===== src/rtl/pad_frame_decoder_if.sv =====
// rtl/pad_frame_decoder_if.sv - byte input and decoded pad outputs of the remote pad frame decoder
interface pad_frame_decoder_if;
    logic [7:0] rx_data;
    logic       rx_done;
    logic [9:0] y_pad_uart;
    logic       frame_valid;
    logic       frame_err;
    logic [7:0] err_cnt;
    logic       link_up;

    modport master (
        output rx_data, rx_done,
        input  y_pad_uart, frame_valid, frame_err, err_cnt, link_up
    );

    modport slave (
        input  rx_data, rx_done,
        output y_pad_uart, frame_valid, frame_err, err_cnt, link_up
    );
endinterface


===== src/rtl/pad_frame_decoder.sv =====
// rtl/pad_frame_decoder.sv - validates 4-byte UART pad frames and holds the last good remote pad position
module pad_frame_decoder #(
    parameter logic [7:0] HEADER       = 8'hA5,
    parameter int         Y_RESET      = 312,
    parameter int         Y_MAX        = 623,
    parameter int         BYTE_TIMEOUT = 100000,
    parameter int         LINK_TIMEOUT = 6500000
) (
    input  logic                 clk,
    input  logic                 rst,
    pad_frame_decoder_if.slave   bus
);
    localparam int TO_W   = $clog2(BYTE_TIMEOUT + 1);
    localparam int LINK_W = $clog2(LINK_TIMEOUT + 1);

    typedef enum logic [1:0] {IDLE, WAIT_HI, WAIT_LO, WAIT_CHK} state_t;

    state_t            state, state_n;
    logic [1:0]        hi_q;
    logic [7:0]        lo_q;
    logic [TO_W-1:0]   to_cnt;
    logic [LINK_W-1:0] link_cnt, link_cnt_n;
    logic [9:0]        y_q;
    logic              frame_valid_q, frame_err_q, link_up_q;
    logic [7:0]        err_cnt_q;

    logic              accept, err, latch_hi, latch_lo, timeout;
    logic [9:0]        y_new;
    logic [7:0]        chk_exp;

    always_comb begin
        state_n  = state;
        accept   = 1'b0;
        err      = 1'b0;
        latch_hi = 1'b0;
        latch_lo = 1'b0;
        y_new    = {hi_q, lo_q};
        chk_exp  = HEADER ^ {6'b0, hi_q} ^ lo_q;
        timeout  = (state != IDLE) && (to_cnt == TO_W'(BYTE_TIMEOUT - 1));

        // A byte arriving in the expiry cycle wins over the timeout.
        if (bus.rx_done) begin
            case (state)
                IDLE: begin
                    if (bus.rx_data == HEADER) state_n = WAIT_HI;
                end
                WAIT_HI: begin
                    if (bus.rx_data == HEADER) begin
                        state_n = WAIT_HI;
                    end else if (bus.rx_data[7:2] != 6'b0) begin
                        state_n = IDLE;
                        err     = 1'b1;
                    end else begin
                        latch_hi = 1'b1;
                        state_n  = WAIT_LO;
                    end
                end
                WAIT_LO: begin
                    latch_lo = 1'b1;
                    state_n  = WAIT_CHK;
                end
                WAIT_CHK: begin
                    state_n = IDLE;
                    if (bus.rx_data != chk_exp || y_new > 10'(Y_MAX)) err = 1'b1;
                    else                                                accept = 1'b1;
                end
                default: state_n = IDLE;
            endcase
        end else if (timeout) begin
            state_n = IDLE;
            err     = 1'b1;
        end

        if (accept)                                   link_cnt_n = '0;
        else if (link_cnt == LINK_W'(LINK_TIMEOUT))   link_cnt_n = link_cnt;
        else                                          link_cnt_n = link_cnt + 1'b1;
    end

    always_ff @(posedge clk) begin
        if (rst) begin
            state         <= IDLE;
            hi_q          <= '0;
            lo_q          <= '0;
            to_cnt        <= '0;
            link_cnt      <= LINK_W'(LINK_TIMEOUT);
            y_q           <= 10'(Y_RESET);
            frame_valid_q <= 1'b0;
            frame_err_q   <= 1'b0;
            err_cnt_q     <= '0;
            link_up_q     <= 1'b0;
        end else begin
            state         <= state_n;
            if (latch_hi) hi_q <= bus.rx_data[1:0];
            if (latch_lo) lo_q <= bus.rx_data;
            to_cnt        <= (bus.rx_done || state_n == IDLE) ? '0 : to_cnt + 1'b1;
            link_cnt      <= link_cnt_n;
            link_up_q     <= (link_cnt_n < LINK_W'(LINK_TIMEOUT));
            frame_valid_q <= accept;
            frame_err_q   <= err;
            if (accept) y_q <= y_new;
            if (err && err_cnt_q != 8'hFF) err_cnt_q <= err_cnt_q + 1'b1;
        end
    end

    assign bus.y_pad_uart  = y_q;
    assign bus.frame_valid = frame_valid_q;
    assign bus.frame_err   = frame_err_q;
    assign bus.err_cnt     = err_cnt_q;
    assign bus.link_up     = link_up_q;
endmodule


===== src/flat_wrapper.sv =====
// flat-port wrapper written by rule: the top's interface ports become plain ports
module pad_frame_decoder_flat 
#(
    parameter logic [7:0] HEADER       = 8'hA5,
    parameter int         Y_RESET      = 312,
    parameter int         Y_MAX        = 623,
    parameter int         BYTE_TIMEOUT = 100000,
    parameter int         LINK_TIMEOUT = 6500000
)
  (clk, rst, bus_rx_data, bus_rx_done, bus_y_pad_uart, bus_frame_valid, bus_frame_err, bus_err_cnt, bus_link_up);
  pad_frame_decoder_if bus_i ();
  input  logic clk;
  input  logic rst;
  input wire logic [$bits(bus_i.rx_data)-1:0] bus_rx_data;
  input wire logic [$bits(bus_i.rx_done)-1:0] bus_rx_done;
  output wire logic [$bits(bus_i.y_pad_uart)-1:0] bus_y_pad_uart;
  output wire logic [$bits(bus_i.frame_valid)-1:0] bus_frame_valid;
  output wire logic [$bits(bus_i.frame_err)-1:0] bus_frame_err;
  output wire logic [$bits(bus_i.err_cnt)-1:0] bus_err_cnt;
  output wire logic [$bits(bus_i.link_up)-1:0] bus_link_up;
  assign bus_i.rx_data = bus_rx_data;
  assign bus_i.rx_done = bus_rx_done;
  assign bus_y_pad_uart = bus_i.y_pad_uart;
  assign bus_frame_valid = bus_i.frame_valid;
  assign bus_frame_err = bus_i.frame_err;
  assign bus_err_cnt = bus_i.err_cnt;
  assign bus_link_up = bus_i.link_up;
  pad_frame_decoder #(.HEADER(HEADER), .Y_RESET(Y_RESET), .Y_MAX(Y_MAX), .BYTE_TIMEOUT(BYTE_TIMEOUT), .LINK_TIMEOUT(LINK_TIMEOUT)) u_core (.clk(clk), .rst(rst), .bus(bus_i));
endmodule

===== config.mk =====
export PLATFORM = sky130hd
export DESIGN_NAME = pad_frame_decoder_flat
export DESIGN_NICKNAME = d
export VERILOG_FILES = /design/src/rtl/pad_frame_decoder_if.sv /design/src/rtl/pad_frame_decoder.sv /design/src/flat_wrapper.sv
export SDC_FILE = /design/constraint.sdc
export NUM_CORES = 1
export LEC_CHECK = 0
export ABC_AREA = 1
export CAP_MARGIN = 20
export CORE_UTILIZATION = 40
export DETAILED_ROUTE_END_ITERATION = 16
export HOLD_SLACK_MARGIN = 0.05
export PLACE_DENSITY = 0.64
export SYNTH_ARGS = -nofsm -noshare
export SYNTH_HDL_FRONTEND = slang
export SYNTH_SLANG_ARGS = --single-unit

===== constraint.sdc =====
create_clock -name clk -period 2.9 [get_ports clk]
set_input_delay 0.58 -clock clk [delete_from_list [all_inputs] [get_ports clk]]
set_output_delay 0.58 -clock clk [all_outputs]
set_load 0.02 [all_outputs]

==> impl_results.md, run 1 <==
* Hold Buf Count CTS at 0
* Total number of vias at 3548
* CTS Sinks at 73
* Ports at 32
* Synthesized Nets at approximately 570
* Post-synth top area cell: dfxtp_1
* Lkg Pwr at between 1.5 and 2 nW
* Post-synth top area share at 37.5%
* Yosys warns at 0
* P&R area growth vs syn at 17.0%
* GPL Wtd Cong at 0.877
* # resized after CTS at 0
* Mapped Cells at approximately 550
* Seq/Total Area, Yosys at ~38%
* Critical Path Start Type: primary input
* Pre-Repair DR Iteration Count at 5
* Max Fclk at approximately 450 MHz
* Crit path max-delay cell type: clkdlybuf4s50_1
* Max VDD drop at 0.196 mV
* Final Hold Fails at 0
* Crit-path cells: clkdlybuf4s50_1 > nand2_1 > inv_2 > nor2_1 > nand3_1 > nor2_2 > nand3_4 > nand2_2 > inv_1 > nand2_1 > o21ai_1
* Max-cap violation count at 0
* Core footprint at between 9000 and 10000 um^2
* Post-synthesis register bit count at 73
* Final WS setup at ~0.67 ns
* Synth cell types at 42
* Delay of the slowest cell on the worst path at a little under 0.5 ns
* Outcome: finished, final reports clean
* # diodes at 0
* RSZ-0062 raised after global routing: false
* Final Routed Wirelength at 8560 um
* Post-synth EDFFs at 0
* Most common cell on crit path: nand2_1
* Detail Route Antenna Nets at 0
* Largest net degree at the start of global routing at 22
* DPL Wire Length at ~6500 um
* Setup Slack @ Placement at between 0.3 and 0.4 ns
* Fin crit share at 77.0%
* Crit. End Element: flip-flop
* DR WL/cell at 11.8 um
* Clock-pin slew on the worst setup and hold paths at around 0.080 ns
* CP Data Required Time at roughly 3.1 ns
* Postcts setup bufs at 0
* IO Port Bufs at 31
* Clock Skew at 0.0140 ns
* Via density at about 4.9
* CP Class: in -> reg
* Tot GR Track Use at a little under a fifth
* Die Area at roughly 10000 um^2
* Total gr overflow at 0
* Die width at slightly above 100 um
* Floorplan row count at 35
* Layout cell share with drive strength beyond 1 at around 12%
* Setup violations, final at 0
* Initial core utilization at 41.8%
* Setup tns final at 0 ns
* CTS Buffer Depth at 2
* # H-tree levels at 3
* Initial antenna violation count at 0
* CTS tree: yes
* CP Max Fanout at 17
* Post-placement cell count at between 700 and 800
* Max Transition Viols Final at 0
* Ys async rst share at 0%
* # DRC at 0
* Slew HR at about three quarters
* Hold crit path type: reg -> reg
* Worst Path Buf+Inv at 3
* First-pass GRT wire length at 14600 um
* Final net count at ~610
* Non-filler cells, final at ~730
* Iteration-0 DRC Markers at ~190
* Clk_lat worst skew at ~0.35 ns
* CTS Root Cell: clkbuf_8
* Mapped Area at a little under 4000 um^2
* Clock period minus worst slack at between 2 and 2.5 ns
* Dominant synthesized flop cell: dfxtp_1
* Die Ht at around 100 um
* Synth Area per Inst at between 7 and 8 um^2
* Largest delay share family, worst path: simple AND/OR/NAND/NOR gates
* Worst-Margin Slew at 0.347 ns
* Vias in the first global route at 3317
* PD cells at between 400 and 500 nW/um^2
* Top cells by area, synth: dfxtp_1 38%, nand2_1 12%, nor2_1 7.8%
* CP Data Arrival Time at ~2.5 ns
* Number of CTS-inserted buffers at 9
==> Yosys cell counts (2+ instances only) <==
library cell / count
nand2_1: 121
nor2_1: 81
dfxtp_1: 73
inv_1: 60
nand3_1: 37
xor2_1: 23
a21oi_1: 21
o21ai_0: 20
inv_2: 14
nand4_1: 13
o21ai_1: 9
nand2_2: 8
nor2_2: 6
nor3_1: 6
xnor2_1: 6
ha_1: 4
nand3_2: 4
nand3_4: 4
o22ai_1: 4
a31oi_1: 3
clkbuf_1: 3
clkinv_1: 3
nand3b_1: 3
nor2_4: 3
buf_4: 2
nor2_8: 2
nor3_2: 2
nor3b_1: 2
o21bai_1: 2
or2_2: 2
==> path summary, 6_finish.rpt <==
| kind | from | to | slack [ns] | cells after the start |
|---|---|---|---|---|
| worst max register to register | u_core.link_cnt[1]$_SDFFE_PP0N_ | u_core.bus.link_up$_SDFF_PP0_ | 0.81 | 12 |
| worst min register to register | u_core.to_cnt[0]$_SDFF_PP0_ | u_core.to_cnt[0]$_SDFF_PP0_ | 0.45 | 1 |
| worst min-delay path | u_core.to_cnt[0]$_SDFF_PP0_ | u_core.to_cnt[0]$_SDFF_PP0_ | 0.45 | 1 |
| worst max-delay path | bus_rx_data[7] | u_core.bus.y_pad_uart[7]$_SDFFE_PP0P_ | 0.67 | 11 |
==> registers in the layout, summed over array words and instances (netlist names) <==
| name | count |
|---|---|
| u_core.bus.frame_valid | 1 |
| u_core.lo_q | 8 |
| u_core.bus.link_up | 1 |
| u_core.state | 2 |
| u_core.bus.frame_err | 1 |
| u_core.bus.y_pad_uart | 10 |
| u_core.to_cnt | 17 |
| u_core.hi_q | 2 |
| u_core.bus.err_cnt | 8 |
| u_core.link_cnt | 23 |
==> power by group <==
group | total (mW) | internal [mW] | switching, mW
clock network | 0.817 | 0.423 | 0.394
registers | 1.01 | 1.01 | 0.00768
logic | 0.0837 | 0.0337 | 0.0500
==> layout by cell type, fill, tap and decap left out, types with 6 or more instances in the layout <==
| cell | Yosys | layout |
|---|---|---|
| a21oi_1 | 21 | 21 |
| dfxtp_1 | 73 | 73 |
| o21ai_0 | 20 | 20 |
| o21ai_1 | 9 | 9 |
| clkdlybuf4s50_1 | 0 | 31 |
| inv_2 | 14 | 14 |
| nor3_1 | 6 | 6 |
| xnor2_1 | 6 | 6 |
| nand3_1 | 37 | 37 |
| xor2_1 | 23 | 23 |
| nor2_1 | 81 | 81 |
| nor2_2 | 6 | 6 |
| nand2_1 | 121 | 121 |
| inv_1 | 60 | 60 |
| nand2_2 | 8 | 8 |
| clkbuf_8 | 0 | 10 |
| nand4_1 | 13 | 13 |
==> logic make-up after synthesis <==
kind of cell / after synthesis / synth area share, %
adder cells (fa/ha/maj): 4 / 1.28
AND/OR/NAND/NOR: 301 / 37.4
XOR/XNOR: 30 / 6.94
flip-flops: 73 / 37.5
AO/OA/AOI/OAI: 61 / 8.35
buffers and inverters: 84 / 8.51
==> per-stage QoR <==
step                hold WS (ns)  utilization, %  power, mW  area (um^2)
finish                     0.454            48.9       1.91         4560
global route               0.484            48.9       1.99         4560
CTS                        0.462            48.9       1.93         4560
detailed placement         0.450            46.7       1.12         4360
global placement           0.428            46.7       1.12         4360
floorplan                  0.418               -       1.09         3900
==> final cells by class <==
| class | instances | area, um^2 |
|---|---|---|
| fill | 959 | 4770 |
| multi-input combinational | 396 | 2100 |
| sequential | 73 | 1460 |
| timing repair buffer | 35 | 340 |
| inverter | 77 | 289 |
| tap | 129 | 161 |
| clock buffer | 10 | 138 |
| clock inverter | 6 | 65.1 |
==> per-layer routing <==
metal	GRT usage, %	vias up	share of wire [%]
met5	0	-	0
met4	6.24	0	1.4
met3	3.81	10	5.1
met2	31.3	73	47
met1	22.2	1635	46
li1	-	1830	-
Power figures use the tool's default switching activity.
==> inputs of run 2 (changes only) <==
- clock period: 2.9 -> 2.06 ns (I/O delays scaled with it)
==> impl_results.md, run 2 (same netlist as run 1, synthesis figures left out) <==
* PD cells at 629 nW/um^2 (+50%)
* NetSw at 0.652 mW (+44%)
* Max Transition Viols Final at 0 (unchanged)
* Setup tns final at 0 ns (unchanged)
* # DRC at 0 (unchanged)
* Floorplan row count at 35 (unchanged)
* Pre-Repair DR Iteration Count at 4 (-1)
* Most frequent cells in the layout: 120 x nand2_1, 80 x nor2_1, 72 x dfxtp_1, 60 x inv_1, 35 x nand3_1
* Max reg flops at 23 (unchanged)
* Hold Buf Count CTS at 0 (unchanged)
* Die width at 101 um (unchanged)
* CTS Buffer Depth at 2 (unchanged)
* Total gr overflow at 0 (unchanged)
* First-pass GRT wire length at 14800 um (+1.6%)
* Post-placement cell count at 736 (+3.7%)
* Non-filler cells, final at 754 (+3.9%)
* Max VDD drop at 0.392 mV (+100%)
* Clk_lat worst skew at 0.35 ns (about the same)
* Final Routed Wirelength at 8720 um (+1.8%)
* Iteration-0 DRC Markers at 157 (-15%)
* Die Ht at 101 um (unchanged)
* Setup Slack @ Placement at -0.245 ns (-0.587 ns)
* Clock-pin slew on the worst setup and hold paths at 0.08 ns (about the same)
* Initial antenna violation count at 0 (unchanged)
* Core footprint at 9330 um^2 (unchanged)
* Comb pwr share at 4.6% (+0.2 points)
* Power consumption at 3.07 mW (+60%)
* R2R setup slack at 0.17 ns (-0.64 ns)
* Clock period minus worst slack at 1.95 ns
* Lkg Pwr at 2.03 nW (+10%)
* Clock share of power at 48.9% (+6.2 points)
* P&R area growth vs syn at 25.3%
* Initial core utilization at 41.8% (unchanged)
* # H-tree levels at 3 (unchanged)
* Sw Ratio at 21.2% (-2.4 points)
* GPL Wtd Cong at 0.895 (+2.0%)
* Tot GR Track Use at 18.4% (+0.28 points)
* CTS Sinks at 73 (unchanged)
* CP Data Arrival Time at 2.24 ns (-0.23 ns)
* Detail Route Antenna Nets at 0 (unchanged)
* RSZ-0062 raised after global routing: true
* CTS Root Cell: clkbuf_8
* Final Hold Fails at 0 (unchanged)
* CP Max Fanout at 16 (-1)
* Sequential power share at 46.5% (-6.5 points)
* Reg with most FFs: u_core.link_cnt
* CP Data Required Time at 2.35 ns (-0.79 ns)
* Max Fclk at 514 MHz
* Worst-Margin Slew at 0.313 ns (-0.0333 ns)
* Final net count at 635 (+4.6%)
* Final WS setup at 0.114 ns (-0.554 ns)
* Via density at 4.76 (-2.6%)
* Ports at 32 (unchanged)
* Die Area at 10100 um^2 (unchanged)
* IO Port Bufs at 31 (unchanged)
* Setup violations, final at 0 (unchanged)
* Total number of vias at 3589 (+1.2%)
* Max-cap violation count at 0 (unchanged)
* Hold crit path type: reg -> reg
* Largest net degree at the start of global routing at 18 (-18%)
* Outcome: finished, final reports clean
* Vias in the first global route at 3364 (+1.4%)
* Number of CTS-inserted buffers at 9 (unchanged)
* Crit. End Element: flip-flop
* # diodes at 0 (unchanged)
* Clock Skew at 0.0133 ns (-0.000670 ns)
* Commonest non-fill, non-tap cell in the layout: nand2_1
* Layout cell share with drive strength beyond 1 at 16.5% (+4.9 points)
* Final core utilization at 52.3% (+3.5 points)
* DPL Wire Length at 6640 um (+2.8%)
* P_int at 2.42 mW (+65%)
* CP Class: in -> reg
* Slew HR at 78.9% (+2.2 points)
* CTS tree: yes
* Critical Path Start Type: primary input
* DR WL/cell at 11.6 um (-2.0%)
* Fin crit share at between 90% and 100%
## run 2: path summary, 6_finish.rpt
kind | end | cells past startpoint | startpoint
max | u_core.bus.link_up$_SDFF_PP0_ | 12 | bus_rx_data[7]
min | u_core.to_cnt[0]$_SDFF_PP0_ | 1 | u_core.to_cnt[0]$_SDFF_PP0_
max reg2reg | u_core.to_cnt[6]$_SDFF_PP0_ | 9 | u_core.to_cnt[0]$_SDFF_PP0_
min reg2reg | u_core.to_cnt[0]$_SDFF_PP0_ | 1 | u_core.to_cnt[0]$_SDFF_PP0_
## run 2: repair_timing
item,in CTS,in global routing
setup endpoints to repair,0,7
gates resized for setup,0,9
setup buffers,0,2
## run 2: area by class of cell
type / count / area (um^2)
Tap cell: 129 / 161
Clock buffer: 10 / 128
Fill cell: 923 / 4450
Clock inverter: 6 / 138
Multi-Input combinational cell: 396 / 2140
Timing Repair Buffer: 63 / 563
Sequential cell: 73 / 1460
Inverter: 77 / 289
## run 2: per-stage QoR
stage          area [um^2]  hold slack [ns]
6_report              4880            0.446
5_1_grt               4880            0.471
4_1_cts               4830            0.449
3_5_place_dp          4560            0.437
3_3_place_gp          4560            0.429
2_1_floorplan         3900            0.418
## run 2: power groups by stage
stage	combinational (mW)	clock, mW	sequential (mW)
after detailed placement	0.138	0	1.46
after global routing	0.159	1.58	1.43
after CTS	0.139	1.53	1.43
final	0.143	1.50	1.43
after global placement	0.138	0	1.46
after floorplan	0.0702	0	1.46
## run 2: routing by layer
layer | global-route usage [%] | share of wire (%) | vias up
met5 | 0 | 0 | -
met4 | 8.14 | 2.5 | 0
met3 | 2.91 | 3.1 | 20
met2 | 30.8 | 47 | 67
met1 | 23.2 | 48 | 1609
li1 | - | - | 1893
## run 2: critical path, cell delays in order
cell and delay [ns]:
clkdlybuf4s50_1 0.58, nor2_1 0.06, nor2_1 0.10, nand3_1 0.12, nor2_4 0.17, nand3_4 0.22
buf_4 0.22, o21ai_1 0.08, o21ai_1 0.09, nand2_1 0.06, nand2_1 0.06, nor2_2 0.07
